## src/rtl/bp_be_fe_queue_buffer_if.sv

```systemverilog
// Handshake and data bundle between the FE queue buffer and its neighbours.
// The slave modport is the buffer itself; the master modport is the side that
// pushes fetch packets and drives the scheduler controls.
interface bp_be_fe_queue_buffer_if #(
  parameter int width_p          = 128,
  parameter int reg_addr_width_p = 5
);
  logic [width_p-1:0]          fe_queue_i;
  logic                        fe_queue_v_i;
  logic                        fe_queue_ready_o;
  logic [width_p-1:0]          fe_queue_o;
  logic                        fe_queue_v_o;
  logic                        fe_queue_yumi_i;
  logic                        clr_v_i;
  logic                        roll_v_i;
  logic                        deq_v_i;
  logic [reg_addr_width_p-1:0] rs1_addr_o;
  logic                        rs1_v_o;
  logic [reg_addr_width_p-1:0] rs2_addr_o;
  logic                        rs2_v_o;

  modport slave (
    input  fe_queue_i, fe_queue_v_i, fe_queue_yumi_i, clr_v_i, roll_v_i, deq_v_i,
    output fe_queue_ready_o, fe_queue_o, fe_queue_v_o,
           rs1_addr_o, rs1_v_o, rs2_addr_o, rs2_v_o
  );

  modport master (
    output fe_queue_i, fe_queue_v_i, fe_queue_yumi_i, clr_v_i, roll_v_i, deq_v_i,
    input  fe_queue_ready_o, fe_queue_o, fe_queue_v_o,
           rs1_addr_o, rs1_v_o, rs2_addr_o, rs2_v_o
  );
endinterface

```

## src/rtl/bp_be_fe_queue_buffer.sv

```systemverilog
// Circular buffer of FE queue packets between fetch and the backend scheduler.
// Three pointers track the queue: wptr (next free slot), rptr (next packet the
// scheduler will see) and cptr (oldest packet not yet committed). Packets that
// have been read but not committed still hold their slot, so a roll can replay
// them. The head instruction's rs1/rs2 fields are exposed for regfile pre-read.
module bp_be_fe_queue_buffer #(
  parameter int els_p            = 8,
  parameter int width_p          = 128,
  parameter int instr_lsb_p      = 0,
  parameter int reg_addr_width_p = 5
) (
  input  logic                   clk_i,
  input  logic                   reset_i,
  bp_be_fe_queue_buffer_if.slave q_if
);

  localparam int idx_width_lp = $clog2(els_p);
  localparam int ptr_width_lp = idx_width_lp + 1;
  localparam logic [ptr_width_lp-1:0] one_lp = ptr_width_lp'(1);

  logic [ptr_width_lp-1:0] wptr_r, rptr_r, cptr_r;
  logic [ptr_width_lp-1:0] wptr_n, rptr_n, cptr_n;
  logic [ptr_width_lp-1:0] cptr_next;

  logic [width_p-1:0] mem [els_p];
  logic [width_p-1:0] head;

  logic full;
  logic ready;
  logic head_v;
  logic enq;

  // Full compares against the commit pointer: uncommitted reads still occupy space.
  assign full   = (wptr_r[idx_width_lp-1:0] == cptr_r[idx_width_lp-1:0])
                & (wptr_r[idx_width_lp] != cptr_r[idx_width_lp]);
  assign ready  = ~full & ~q_if.clr_v_i;
  assign head_v = (rptr_r != wptr_r);
  assign enq    = q_if.fe_queue_v_i & ready;

  assign cptr_next = cptr_r + ptr_width_lp'(q_if.deq_v_i);

  assign head = mem[rptr_r[idx_width_lp-1:0]];

  assign q_if.fe_queue_ready_o = ready;
  assign q_if.fe_queue_v_o     = head_v;
  assign q_if.fe_queue_o       = head;
  assign q_if.rs1_addr_o       = head[instr_lsb_p+15 +: reg_addr_width_p];
  assign q_if.rs2_addr_o       = head[instr_lsb_p+20 +: reg_addr_width_p];
  assign q_if.rs1_v_o          = q_if.fe_queue_yumi_i;
  assign q_if.rs2_v_o          = q_if.fe_queue_yumi_i;

  // Next-pointer selection: clr collapses everything onto the commit point,
  // roll rewinds only the read pointer, otherwise each pointer advances alone.
  always_comb begin
    wptr_n = wptr_r;
    rptr_n = rptr_r;
    cptr_n = cptr_next;
    if (q_if.clr_v_i) begin
      wptr_n = cptr_next;
      rptr_n = cptr_next;
    end else begin
      if (enq) begin
        wptr_n = wptr_r + one_lp;
      end
      if (q_if.roll_v_i) begin
        rptr_n = cptr_next;
      end else if (q_if.fe_queue_yumi_i) begin
        rptr_n = rptr_r + one_lp;
      end
    end
  end

  // Pointer registers; reset empties the queue without waiting for a clock edge.
  always_ff @(posedge clk_i or posedge reset_i) begin
    if (reset_i) begin
      wptr_r <= '0;
      rptr_r <= '0;
      cptr_r <= '0;
    end else begin
      wptr_r <= wptr_n;
      rptr_r <= rptr_n;
      cptr_r <= cptr_n;
    end
  end

  // Packet storage is written on accepted enqueues only and is never cleared.
  always_ff @(posedge clk_i) begin
    if (enq) begin
      mem[wptr_r[idx_width_lp-1:0]] <= q_if.fe_queue_i;
    end
  end

  a_yumi_needs_valid: assert property (@(posedge clk_i) disable iff (reset_i)
    q_if.fe_queue_yumi_i |-> head_v);
  a_deq_needs_read: assert property (@(posedge clk_i) disable iff (reset_i)
    q_if.deq_v_i |-> (cptr_r != rptr_r));
  a_enq_needs_ready: assert property (@(posedge clk_i) disable iff (reset_i)
    (q_if.fe_queue_v_i & ~q_if.clr_v_i) |-> ready);

endmodule

```

## src/flat_wrapper.sv

```systemverilog
// flat-port wrapper written by rule: the top's interface ports become plain ports
module bp_be_fe_queue_buffer_flat 
#(
  parameter int els_p            = 8,
  parameter int width_p          = 128,
  parameter int instr_lsb_p      = 0,
  parameter int reg_addr_width_p = 5
)
  (clk_i, reset_i, q_if_fe_queue_i, q_if_fe_queue_v_i, q_if_fe_queue_yumi_i, q_if_clr_v_i, q_if_roll_v_i, q_if_deq_v_i, q_if_fe_queue_ready_o, q_if_fe_queue_o, q_if_fe_queue_v_o, q_if_rs1_addr_o, q_if_rs1_v_o, q_if_rs2_addr_o, q_if_rs2_v_o);
  bp_be_fe_queue_buffer_if #(.width_p(width_p), .reg_addr_width_p(reg_addr_width_p)) q_if_i ();
  input  logic clk_i;
  input  logic reset_i;
  input wire logic [$bits(q_if_i.fe_queue_i)-1:0] q_if_fe_queue_i;
  input wire logic [$bits(q_if_i.fe_queue_v_i)-1:0] q_if_fe_queue_v_i;
  input wire logic [$bits(q_if_i.fe_queue_yumi_i)-1:0] q_if_fe_queue_yumi_i;
  input wire logic [$bits(q_if_i.clr_v_i)-1:0] q_if_clr_v_i;
  input wire logic [$bits(q_if_i.roll_v_i)-1:0] q_if_roll_v_i;
  input wire logic [$bits(q_if_i.deq_v_i)-1:0] q_if_deq_v_i;
  output wire logic [$bits(q_if_i.fe_queue_ready_o)-1:0] q_if_fe_queue_ready_o;
  output wire logic [$bits(q_if_i.fe_queue_o)-1:0] q_if_fe_queue_o;
  output wire logic [$bits(q_if_i.fe_queue_v_o)-1:0] q_if_fe_queue_v_o;
  output wire logic [$bits(q_if_i.rs1_addr_o)-1:0] q_if_rs1_addr_o;
  output wire logic [$bits(q_if_i.rs1_v_o)-1:0] q_if_rs1_v_o;
  output wire logic [$bits(q_if_i.rs2_addr_o)-1:0] q_if_rs2_addr_o;
  output wire logic [$bits(q_if_i.rs2_v_o)-1:0] q_if_rs2_v_o;
  assign q_if_i.fe_queue_i = q_if_fe_queue_i;
  assign q_if_i.fe_queue_v_i = q_if_fe_queue_v_i;
  assign q_if_i.fe_queue_yumi_i = q_if_fe_queue_yumi_i;
  assign q_if_i.clr_v_i = q_if_clr_v_i;
  assign q_if_i.roll_v_i = q_if_roll_v_i;
  assign q_if_i.deq_v_i = q_if_deq_v_i;
  assign q_if_fe_queue_ready_o = q_if_i.fe_queue_ready_o;
  assign q_if_fe_queue_o = q_if_i.fe_queue_o;
  assign q_if_fe_queue_v_o = q_if_i.fe_queue_v_o;
  assign q_if_rs1_addr_o = q_if_i.rs1_addr_o;
  assign q_if_rs1_v_o = q_if_i.rs1_v_o;
  assign q_if_rs2_addr_o = q_if_i.rs2_addr_o;
  assign q_if_rs2_v_o = q_if_i.rs2_v_o;
  bp_be_fe_queue_buffer #(.els_p(els_p), .width_p(width_p), .instr_lsb_p(instr_lsb_p), .reg_addr_width_p(reg_addr_width_p)) u_core (.clk_i(clk_i), .reset_i(reset_i), .q_if(q_if_i));
endmodule
```

## config.mk

```make
export PLATFORM = sky130hd
export DESIGN_NAME = bp_be_fe_queue_buffer_flat
export DESIGN_NICKNAME = d
export VERILOG_FILES = /design/src/rtl/bp_be_fe_queue_buffer_if.sv /design/src/rtl/bp_be_fe_queue_buffer.sv /design/src/flat_wrapper.sv
export SDC_FILE = /design/constraint.sdc
export NUM_CORES = 1
export LEC_CHECK = 0
export ABC_CLOCK_PERIOD_IN_PS = 25900
export CORE_MARGIN = 2
export CORE_UTILIZATION = 53
export DETAILED_ROUTE_END_ITERATION = 6
export PLACE_DENSITY = 0.73
export SLEW_MARGIN = 20
export SYNTH_ARGS = -nofsm -noshare
export SYNTH_HDL_FRONTEND = slang
export SYNTH_SLANG_ARGS = --single-unit
```

## constraint.sdc

```tcl
create_clock -name clk_i -period 25.9 [get_ports clk_i]
set_input_delay 5.18 -clock clk_i [delete_from_list [all_inputs] [get_ports clk_i]]
set_output_delay 5.18 -clock clk_i [all_outputs]
set_load 0.03 [all_outputs]
```

==> impl_metrics.csv <==
group,metric,value,unit
finish,nFillCells,4699,
logic_synthesis,synth_top_area_share,0.7816,
route,avgRoutedWirePerCell,26.43,um
worst_hold_path,hold_path_end,"u_core.cptr_r[3]$_DFF_PP0_",
worst_setup_path,reg2reg_depth,5,
global_route,grt-ovfl-total,0,
global_route,antenna_found_initial,13,
worst_setup_path,r2r_end,"u_core.mem[5][93]$_DFFE_PP_",
clock_tree,postCtsSetupBuffers,0,
timing,fin_crit_sh,0.4629,
worst_setup_path,max_stage_delay,0.72,ns
route,vias,17218,
route,drtIter0Drc,1389,
global_route,grt_use_total,0.2060,
logic_synthesis,synth_nets,1719,
pwr,p_comb_frac,0.344,
worst_setup_path,critPathMaxFanout,16,
logic_synthesis,syn_inst,1580,
logic_synthesis,synth_area_leader_cell,"edfxtp_1",
route,drc,0,
route,drt-pass1-iter-count,7,
logic_synthesis,synthesis.area,39340,um^2
timing,timing.slew.headroom,0.2909,
worst_setup_path,endpoint_kind,"output port",
logic_synthesis,synth-seq-cells,1036,
clock_tree,clk-insertion-delay-late,0.64,ns
clock_tree,path_clk_slew,0.06,ns
clock_tree,root_buffer,"clkbuf_16",
global_route,met2_usage,0.3368,
worst_hold_path,hold_class,"reg2reg",
route,drt-total-wl,77.64,mm
worst_hold_path,hp-start,"u_core.cptr_r[3]$_DFF_PP0_",
floorplan,dieArea,76430,um^2
placed_design,dp_hpwl,39.55,mm
floorplan,io_pins,277,
floorplan,core_area,73210,um^2
worst_setup_path,rrSetupSlack,22.43,ns
global_route,grt_pass1_vias,18466,
finish,synthToLayoutAreaGrowth,17.13,%
timing,timing.hold.ws,0.5776,ns
timing,rsz0062_at_grt,"no",
placed_design,io_buffers,276,
clock_tree,htree_levels,3,
worst_setup_path,critPathBufInv,2,
finish,drive_above_1_share,0.2841,
logic_synthesis,ys_warn_count,0,
floorplan,fp-row-count,99,
floorplan,initial_core_util,0.5374,
pwr,p_int,3.593,mW
clock_tree,clock_path_buffers,3,
timing,finalClockSkew,0.01967,ns
worst_hold_path,hold_depth,1,
worst_setup_path,crit_top_cell,"clkdlybuf4s50_1",
pwr,peakVddDrop,0.08498,mV
logic_synthesis,synth_cell_type_count,35,
timing,clock.fmax,0.08342,GHz
worst_setup_path,start_kind,"input pin",
pwr,swShare,0.3133,
logic_synthesis,synth-seq-area-share,0.7892,
route,avgViaCountPerCell,5.862,
finish,final_util,0.6295,
logic_synthesis,syn_avg_cell_area,24.90,um^2
logic_synthesis,synth_area_leaders,"edfxtp_1, mux4_2, mux2_2, dfrtp_1, buf_6",
timing,setup_viol,0,
worst_setup_path,critPathArrivalTime,6.81,ns
global_route,met1_usage,0.2745,
worst_setup_path,crit_slowest_cell,"clkdlybuf4s50_1",
pwr,p_leak,14.46,nW
worst_setup_path,r2r_start,"u_core.wptr_r[2]$_DFFE_PP0P_",
floorplan,die_h,276.5,um
clock_tree,cts_made_buffers,102,
worst_setup_path,crit_family,"buffers and inverters",
route,ant_nets,0,
floorplan,die_w,276.5,um
timing,maxSlewViolCount,0,
pwr,power-per-cell-area,113.5,nW/um^2
flow_run,cap_violations,0,
timing,tightest_slew,1.064,ns
pwr,p_seq_frac,0.398,
clock_tree,cts_tree,"yes",
global_route,grt_max_degree,129,
worst_setup_path,cp.required,20.72,ns
placed_design,gp_congestion,0.7130,
clock_tree,cts_num_sinks,1036,
pwr,clkPwrFrac,0.258,
finish,fin_nets,2035,
clock_tree,holdBufCountCts,0,
global_route,grt-busiest-layer,"met2",
timing,fin_crit,11.99,ns
global_route,met3_usage,0.05518,
timing,hold_viol,0,
pwr,switchingPower,1.639,mW
global_route,grt_pass1_wl,117.3,mm
run_status,status,"finished, final reports clean",
timing,setup_tns,0,ns
worst_setup_path,path_cells,"clkdlybuf4s50_1 -> nor2_1 -> clkdlybuf4s50_1",
worst_setup_path,critPathKind,"in2out",
clock_tree,cts.repair.resized,0,
==> sequential cells by signal, indices dropped and copies added, names as in the netlist <==
name and count:
u_core.mem 1024, u_core.cptr_r 4, u_core.rptr_r 4, u_core.wptr_r 4
==> layout by cell type (no fill, tap or decap), types with 5 or more instances in the layout <==
master / instances
xor2_1: 5
xnor2_1: 7
clkbuf_16: 103
clkinvlp_4: 5
dfrtp_1: 9
mux2_2: 129
edfxtp_1: 1024
clkinv_2: 19
inv_1: 5
clkinv_1: 22
nor2_1: 8
clkdlybuf4s50_1: 276
buf_4: 21
clkbuf_1: 25
mux4_2: 256
==> cell usage after synthesis, drive strengths merged <==
master      n
mux2      130
mux4      256
nor3        4
dfrtp      12
o41a        1
nor3b       1
nand2b      2
or3         1
nand2       4
a211o       1
nand3       2
clkbuf     32
o2111ai     1
buf        57
and2        2
edfxtp   1024
nor2b       1
nand4       3
ha          4
nor4        2
o21ai       1
nor2       11
mux2i       1
a21oi       4
inv         5
xor2        7
a311o       1
o41ai       2
xnor2       7
a2111oi     1
==> power groups by stage <==
stage | clock, mW | sequential (mW) | combinational [mW]
floorplan | 0 | 2.07 | 1.30
CTS | 1.38 | 2.09 | 1.83
global placement | 0 | 2.11 | 1.81
finish | 1.35 | 2.08 | 1.80
detailed placement | 0 | 2.12 | 1.82
global route | 1.45 | 2.10 | 1.90
==> logic make-up after synthesis <==
logic type,Yosys count,synth area share
buffers and inverters,94,0.01530
DFF,1036,0.7892
adders and majority gates,4,0.001272
muxes,387,0.1840
xor gates and xnor gates,14,0.003498
AOI/OAI and AO/OA,12,0.002449
and+or+nand+nor,33,0.004262
==> per-stage QoR <==
step	setup slack (ns)	cells	area [um^2]	total power [mW]
final	13.91	2937	46080	5.231
after global routing	13.76	2936	46080	5.449
after CTS	13.91	2934	46070	5.305
after detailed placement	13.91	2751	43020	3.943
after global placement	13.90	2751	43020	3.924
after floorplan	10.24	1580	39340	3.371
==> routing by layer <==
layer | vias to the layer above | part of all wire
met1 | 9167 | 0.40
met5 | - | 0.0018
met3 | 121 | 0.076
li1 | 7400 | -
met2 | 508 | 0.50
met4 | 22 | 0.020
==> final cells by class <==
cell class | count | area [um^2] | share of cell area
multi-input cells | 450 | 7741 | 0.1680
diodes | 3 | 7.507 | 0.0001629
inverters | 5 | 18.77 | 0.0004073
clock inverters | 55 | 380.4 | 0.008254
well taps | 959 | 1200 | 0.02604
clock buffers | 128 | 2671 | 0.05797
repair buffers | 301 | 3000 | 0.06511
flip-flops and latches | 1036 | 31060 | 0.6741
==> how the worst max path moves through the flow <==
stage / to / start / cells past startpoint / slack, ns
2_1_floorplan: u_core.mem[0][0]$_DFFE_PP_ / q_if_clr_v_i / 3 / 10.24
3_3_place_gp: q_if_fe_queue_ready_o / q_if_clr_v_i / 3 / 13.90
3_5_place_dp: q_if_fe_queue_ready_o / q_if_clr_v_i / 3 / 13.91
4_1_cts: q_if_fe_queue_ready_o / q_if_clr_v_i / 3 / 13.91
5_1_grt: q_if_fe_queue_ready_o / q_if_clr_v_i / 3 / 13.76
6_report: q_if_fe_queue_ready_o / q_if_clr_v_i / 3 / 13.91
Power figures use the tool's default switching activity.
